`config.mk`:
```
export PLATFORM = sky130hd
export DESIGN_NAME = time_of_day_counter_flat
export DESIGN_NICKNAME = d
export VERILOG_FILES = /design/src/rtl/time_of_day_counter_if.sv /design/src/rtl/time_of_day_counter.sv /design/src/flat_wrapper.sv
export SDC_FILE = /design/constraint.sdc
export NUM_CORES = 1
export LEC_CHECK = 0
export BUFFER_PORTS_ARGS = -buffer_cell sky130_fd_sc_hd__buf_2
export CORE_UTILIZATION = 45
export CTS_BUF_LIST = sky130_fd_sc_hd__clkbuf_8
export DETAILED_ROUTE_END_ITERATION = 10
export PLACE_DENSITY = 0.68
export SLEW_MARGIN = 20
export SYNTH_ARGS = -nofsm -noshare
export SYNTH_HDL_FRONTEND = slang
export SYNTH_SLANG_ARGS = --single-unit
```
`constraint.sdc`:
```
create_clock -name clock -period 4.5 [get_ports clock]
set_clock_uncertainty 0.15 [all_clocks]
set_input_delay 0.9 -clock clock [delete_from_list [all_inputs] [get_ports clock]]
set_output_delay 0.9 -clock clock [all_outputs]
set_load 0.01 [all_outputs]
```
`src/rtl/time_of_day_counter_if.sv`:
```
// Bundles the tick/set-mode controls and the time-of-day outputs.
// The testbench or prescaler side drives the controls through the master modport.
// The counter consumes the controls and drives the outputs through the slave modport.
interface time_of_day_counter_if #(
    parameter int SW = 6,
    parameter int MW = 6,
    parameter int HW = 5
) ();
    logic          tick;
    logic          set;
    logic          next;
    logic          inc;
    logic [SW-1:0] sec;
    logic [MW-1:0] min;
    logic [HW-1:0] hour;
    logic [1:0]    field;
    logic          in_set;
    logic          day_carry;

    modport master (
        output tick, set, next, inc,
        input  sec, min, hour, field, in_set, day_carry
    );

    modport slave (
        input  tick, set, next, inc,
        output sec, min, hour, field, in_set, day_carry
    );
endinterface

```
`src/rtl/time_of_day_counter.sv`:
```
// Time-of-day counter: cascaded sec/min/hour counters advanced by the prescaler tick.
// A one-cycle day_carry pulse is produced on the 23:59:59 -> 00:00:00 wrap.
// In set mode, ticks are dropped and the user steps one selected field at a time.
// Set-mode increments never carry into a neighbouring field.
module time_of_day_counter #(
    parameter int SEC_MOD  = 60,
    parameter int MIN_MOD  = 60,
    parameter int HOUR_MOD = 24
) (
    input logic                  clock,
    input logic                  reset,
    time_of_day_counter_if.slave bus
);
    localparam int SW = $clog2(SEC_MOD);
    localparam int MW = $clog2(MIN_MOD);
    localparam int HW = $clog2(HOUR_MOD);

    localparam logic [1:0] FIELD_SEC  = 2'd0;
    localparam logic [1:0] FIELD_MIN  = 2'd1;
    localparam logic [1:0] FIELD_HOUR = 2'd2;

    typedef enum logic {
        RUN = 1'b0,
        SET = 1'b1
    } state_t;

    state_t        state;
    state_t        nextState;
    logic [SW-1:0] secQ;
    logic [SW-1:0] nextSec;
    logic [MW-1:0] minQ;
    logic [MW-1:0] nextMin;
    logic [HW-1:0] hourQ;
    logic [HW-1:0] nextHour;
    logic [1:0]    fieldQ;
    logic [1:0]    nextField;
    logic          dayCarryQ;
    logic          nextDayCarry;

    logic secAtMax;
    logic minAtMax;
    logic hourAtMax;

    // Terminal-count detection; each stage compares against MOD-1 before incrementing.
    assign secAtMax  = (secQ  == SW'(SEC_MOD - 1));
    assign minAtMax  = (minQ  == MW'(MIN_MOD - 1));
    assign hourAtMax = (hourQ == HW'(HOUR_MOD - 1));

    // Register the FSM state, counters, selected field and carry pulse; reset wins over everything.
    always_ff @(posedge clock) begin
        if (reset) begin
            state     <= RUN;
            secQ      <= '0;
            minQ      <= '0;
            hourQ     <= '0;
            fieldQ    <= FIELD_SEC;
            dayCarryQ <= 1'b0;
        end else begin
            state     <= nextState;
            secQ      <= nextSec;
            minQ      <= nextMin;
            hourQ     <= nextHour;
            fieldQ    <= nextField;
            dayCarryQ <= nextDayCarry;
        end
    end

    // Next-state logic: single-cycle cascade in RUN, per-field stepping in SET.
    // A set transition on either edge always takes precedence over the tick.
    always_comb begin
        nextState    = state;
        nextSec      = secQ;
        nextMin      = minQ;
        nextHour     = hourQ;
        nextField    = fieldQ;
        nextDayCarry = 1'b0;

        case (state)
            RUN: begin
                nextField = FIELD_SEC;
                if (bus.set) begin
                    nextState = SET;
                end else if (bus.tick) begin
                    if (!secAtMax) begin
                        nextSec = secQ + SW'(1);
                    end else begin
                        nextSec = '0;
                        if (!minAtMax) begin
                            nextMin = minQ + MW'(1);
                        end else begin
                            nextMin = '0;
                            if (!hourAtMax) begin
                                nextHour = hourQ + HW'(1);
                            end else begin
                                nextHour     = '0;
                                nextDayCarry = 1'b1;
                            end
                        end
                    end
                end
            end

            SET: begin
                if (bus.inc) begin
                    case (fieldQ)
                        FIELD_SEC:  nextSec  = secAtMax  ? '0 : secQ  + SW'(1);
                        FIELD_MIN:  nextMin  = minAtMax  ? '0 : minQ  + MW'(1);
                        FIELD_HOUR: nextHour = hourAtMax ? '0 : hourQ + HW'(1);
                        default:    nextSec  = secQ;
                    endcase
                end
                if (bus.next) begin
                    nextField = (fieldQ == FIELD_HOUR) ? FIELD_SEC : fieldQ + 2'd1;
                end
                if (!bus.set) begin
                    nextState = RUN;
                    nextField = FIELD_SEC;
                end
            end

            default: begin
                nextState = RUN;
                nextField = FIELD_SEC;
            end
        endcase
    end

    assign bus.sec       = secQ;
    assign bus.min       = minQ;
    assign bus.hour      = hourQ;
    assign bus.field     = fieldQ;
    assign bus.in_set    = (state == SET);
    assign bus.day_carry = dayCarryQ;
endmodule

```
`src/flat_wrapper.sv`:
```
// flat-port wrapper written by rule: the top's interface ports become plain ports
module time_of_day_counter_flat 
#(
    parameter int SEC_MOD  = 60,
    parameter int MIN_MOD  = 60,
    parameter int HOUR_MOD = 24
)
  (clock, reset, bus_tick, bus_set, bus_next, bus_inc, bus_sec, bus_min, bus_hour, bus_field, bus_in_set, bus_day_carry);
  time_of_day_counter_if #(.SW(6), .MW(6), .HW(5)) bus_i ();
  input logic clock;
  input logic reset;
  input wire logic [$bits(bus_i.tick)-1:0] bus_tick;
  input wire logic [$bits(bus_i.set)-1:0] bus_set;
  input wire logic [$bits(bus_i.next)-1:0] bus_next;
  input wire logic [$bits(bus_i.inc)-1:0] bus_inc;
  output wire logic [$bits(bus_i.sec)-1:0] bus_sec;
  output wire logic [$bits(bus_i.min)-1:0] bus_min;
  output wire logic [$bits(bus_i.hour)-1:0] bus_hour;
  output wire logic [$bits(bus_i.field)-1:0] bus_field;
  output wire logic [$bits(bus_i.in_set)-1:0] bus_in_set;
  output wire logic [$bits(bus_i.day_carry)-1:0] bus_day_carry;
  assign bus_i.tick = bus_tick;
  assign bus_i.set = bus_set;
  assign bus_i.next = bus_next;
  assign bus_i.inc = bus_inc;
  assign bus_sec = bus_i.sec;
  assign bus_min = bus_i.min;
  assign bus_hour = bus_i.hour;
  assign bus_field = bus_i.field;
  assign bus_in_set = bus_i.in_set;
  assign bus_day_carry = bus_i.day_carry;
  time_of_day_counter #(.SEC_MOD(SEC_MOD), .MIN_MOD(MIN_MOD), .HOUR_MOD(HOUR_MOD)) u_core (.clock(clock), .reset(reset), .bus(bus_i));
endmodule
```
# Yosys cells after proc, flatten, opt, wreduce, memory -nomap -nowiden
# Index checks and enable logic that the tools add are counted.
# op_classes
eq_ne	14
div	0
mux	27
order_cmp	0
n_bitwise	4
n_shift	0
n_reduce_logical	5
mul	0
addsub	4
# ops
op	n
$mux 6	11
$mux 5	7
$pmux 6 s2	2
$add 6x1->6 const B	2
$eq 6x6->1 const B	2
$ne 2x2->1 const B	6
$pmux 5 s2	1
$mux 2	3
$reduce_and 6->1	1
$reduce_or 6->1	1
$add 5x1->5 const B	1
$eq 5x5->1 const B	1
$reduce_and 5->1	1
$ne 2x1->1 const B	2
$not 1->1	4
$pmux 2 s2	1
$reduce_and 4->1	1
$ne 3x3->1 const B	1
$add 2x1->2 const B	1
$eq 2x1->1 const B	1
$eq 2x2->1 const B	1
$logic_not 2->1	1
$mux 1	2
# word_totals
n_memories	0
rom_bits	0
register_bits	21
latch_bits	0
mem_bits_rw	0
in_bits	6
out_inout_bits	21
elab_cells	60

# Logic depth before layout (Yosys ltp)
# depth
word_depth	7
depth_mapped	6
depth_no_buf	6

# Worst setup path after synthesis
# Ideal clock, no wire load.
# synth_path
path_type	input-to-reg
startpoint	in bus_set
endpoint	reg u_core.minQ[2] (netlist: u_core.bus.min[2])
setup_slack_ns	2.183
path_buffers	0
setup_ns	0.070
t_arrival_ns	2.096
path_stages	5
t_required_ns	4.280
cell_sequence	or3b_4 -> nand2_2 -> o21ai_2 -> or4_1 -> a21oi_1
# synth_via
elab_chain_len	2
# synth_rtl
element	line	text
start: declaration	flat_wrapper.sv:13	input wire logic [$bits(bus_i.set)-1:0] bus_set;
$ne 2x2->1 (no source line)	--	
$reduce_and 5->1 (no source line)	--	
end signal: assignment	time_of_day_counter.sv:61	minQ <= nextMin;
end: declaration	time_of_day_counter.sv:31	logic [MW-1:0] minQ;
# No other way between the ends.
# A chain may end at the register's enable or synchronous reset.

# Final worst setup path
# Same ends and word-level chain as after synthesis.

==> key figures <==
Outcome
  – Status: complete, no violations

Cells and area
  – Layout cells sized above 1: 0.2697
  – Layout area overhead: 19.52%
  – Antenna diodes: 0
  – Sequential standard cell area: 420.4 um2
  – Filler cell count: just over 200
  – Multi-input logic area: around 610 um2
  – Final #Nets: roughly 160

Drt
  – TritonRoute pass-1 iters: 4
  – Vias post-DR: around 1000
  – WL final: 2265 um
  – Drt wl/cell: approximately 13 um
  – Initial DRC count: 18
  – Vias per inst: between 5 and 6
  – DRC: 0
  – Final ANT Viol Nets: 0

Setup path
  – Critical path type: input port to flop
  – Critical Path Sink Type: flop
  – R2r endpoint: u_core.bus.hour[4]
  – Critical Path RT: approximately 4.5 ns
  – R2R depth: 6
  – Reg-to-reg setup timing slack: 2.31 ns
  – CP Launch Type: input port
  – Crit Path Max Fanout: 9
  – WP data arrival: approximately 2.3 ns
  – Critical R2R Launch: u_core.bus.min[0]

Yosys
  – Commonest cells in the netlist: dfxtp_1, nor2_1, nand2_1, a21oi_1, nand3_1
  – Syn avg cell area: 8.425 um2
  – Synthesized area: about 1000 um2
  – Share of the synthesized area in the top cell type: 0.4024
  – Most common flop cell mapped by yosys: dfxtp_1
  – Most frequent cell after synthesis: dfxtp_1
  – Synth top area cells: dfxtp_1, nor2_1, nand2_1
  – Synth area leader: dfxtp_1
  – Number of library cell types mapped by synthesis: 38
  – Post-Synthesis Net Count: 133
  – Post-synth EDFFs: 0
  – Seq/Total Area, Yosys: 0.4024
  – Warnings, synthesis: 0
  – Post-synth ARST share: 0
  – Mapped Cells: between 100 and 150
  – Flop and latch count out of synthesis: 21

Clock tree
  – Clock tree from TritonCTS: done
  – CTS Sinks: 21
  – Clock transition at path regs: about 0.08 ns
  – H-tree depth: 1
  – Post-CTS Setup Bufs: 0
  – TritonCTS buffer count: 3
  – Clk Latency, worst-skew pair: roughly 0.26 ns
  – CTS max path bufs: 2
  – Post-CTS sizing: 0
  – Root Driver: clkbuf_8
  – Hold-fix buffers, CTS: 0

Flow run
  – Maximum Capacitance Violations: 0

Global route
  – Met1 Use GR: 0.2472
  – Initial antenna violation count: 0
  – Top Usage Layer GRT: met2
  – GR Util met3: 0.04545
  – First-pass GRT wire length: 3905 um
  – GRT Util Overall: 0.2029
  – Met2 GRT Util: 0.3400
  – Pin count of the biggest net entering global routing: 18
  – Vias in the first global route: 920
  – Gr ovfl total: 0

Hold path
  – Hold Crit Class: flop to flop
  – End of the worst hold path: u_core.bus.min[5]
  – Hold Crit Depth: 2
  – Critical hold path startpoint: u_core.bus.min[5]

Timing
  – Post-route setup slack: around 2.2 ns
  – Tmin final: approximately 2.3 ns
  – Slew headroom: 0.5702
  – TNS Setup: 0 ns
  – Fin crit share: 0.5001
  – RSZ-0062 raised after global routing: false
  – Fmax: about 0.44 GHz
  – Slew @ Worst Pin: ~0.64 ns
  – Setup Viol. Count Final: 0
  – Min Hold Slack: around 0.36 ns
  – Final Max Slew Viols: 0
  – Fin. Hold Viols: 0

Place
  – Routability congestion estimate: 0.7370
  – Dpl ws: 1.990 ns
  – HPWL Detailed: roughly 1700 um
  – IO buf count: 26

Floorplanning
  – Die area: about 2500 um2
  – Placeable Area: around 2200 um2
  – Die Wd: approximately 50 um
  – Die Y: 50.19 um
  – Site row count: 17
  – Ports: 27
  – Starting Density: 0.4769

Pwr
  – PD cells: 269.8 nW/um2
  – Lkg Pwr: between 0.5 and 0.6 nW
  – Worst VDD drop: between 150 and 200 uV
## cell families (layout without fill, tap and decap cells)
group | count (synthesis) | after routing | synth area share
buffers and inverters | 5 | 33 | 0.01797
and+or+nand+nor | 60 | 60 | 0.3030
AOI/OAI and AO/OA | 28 | 28 | 0.1772
xor gates and xnor gates | 4 | 4 | 0.03354
DFF | 21 | 21 | 0.4024
muxes | 3 | 3 | 0.02994
adders and majority gates | 3 | 3 | 0.03593
## area by class of cell
type / instances / area share
clock buffer: 3 / 0.03307
clock inverter: 1 / 0.004008
inverter: 3 / 0.009018
multi-input combinational: 98 / 0.4850
sequential: 21 / 0.3367
tap: 28 / 0.02806
timing repair buffer: 26 / 0.1042
## worst max-delay path by stage
stage,from,end,depth (start not counted)
floorplan,bus_set,u_core.bus.min[2],5
global placement,bus_set,u_core.bus.min[2],6
detailed placement,bus_set,u_core.bus.min[2],6
CTS,bus_set,u_core.bus.min[2],6
global route,u_core.bus.min[0],u_core.bus.hour[4],6
finish,bus_set,u_core.bus.min[2],6
## cells in the final DEF (no fill, tap or decap), drive strengths merged
| master | n |
|---|---|
| a21boi | 1 |
| or4b | 1 |
| clkinv | 1 |
| mux2 | 1 |
| and3 | 1 |
| nor3 | 1 |
| a21oi | 10 |
| nand3b | 2 |
| xnor2 | 1 |
| or4 | 3 |
| and2 | 2 |
| nand2b | 1 |
| clkbuf | 3 |
| buf | 26 |
| nand4 | 2 |
| xor2 | 3 |
| nand2 | 15 |
| a21o | 1 |
| a31oi | 2 |
| or3b | 2 |
| mux2i | 2 |
| o21ai | 7 |
| ha | 3 |
| or3 | 2 |
| o31ai | 3 |
| dfxtp | 21 |
| inv | 3 |
| a41o | 1 |
| o21a | 3 |
| nand3 | 7 |
| or2 | 3 |
| nor2b | 1 |
| nor2 | 16 |
| nor4 | 1 |
## registers in the layout (all words and copies together), names as in the netlist
register,cells
u_core.bus.sec,6
u_core.bus.day_carry,1
u_core.bus.field,2
u_core.bus.in_set,1
u_core.bus.min,6
u_core.bus.hour,5
## critical path, cell delays in order
cell     delay, ns
buf_2         0.10
or3b_4        0.43
nand2_2       0.13
o21ai_2       0.13
or4_1         0.48
a21oi_1       0.13
## metal layers
layer | part of all wire | wire length [um]
met5 | 0 | 0
met1 | 0.48 | 1088
met2 | 0.46 | 1052
met4 | 0.017 | 38
met3 | 0.038 | 86
## metrics by stage
step                        util  power [mW]  instance area (um2)  cells
after global placement    0.5488      0.2178                 1202    176
after detailed placement  0.5488      0.2187                 1202    176
final                     0.5700      0.3369                 1249    180
after CTS                 0.5700      0.3401                 1249    180
after floorplan                -      0.2111                 1045    124
after global routing      0.5700      0.3527                 1249    180
## power breakdown
part | leakage [nW] | switching, mW | internal (mW) | total [mW]
sequential | 0.170 | 0.00310 | 0.188 | 0.191
clock | 0.0255 | 0.0608 | 0.0617 | 0.123
combinational | 0.345 | 0.0131 | 0.0102 | 0.0233
No activity file was read; power rests on OpenSTA's default activity.
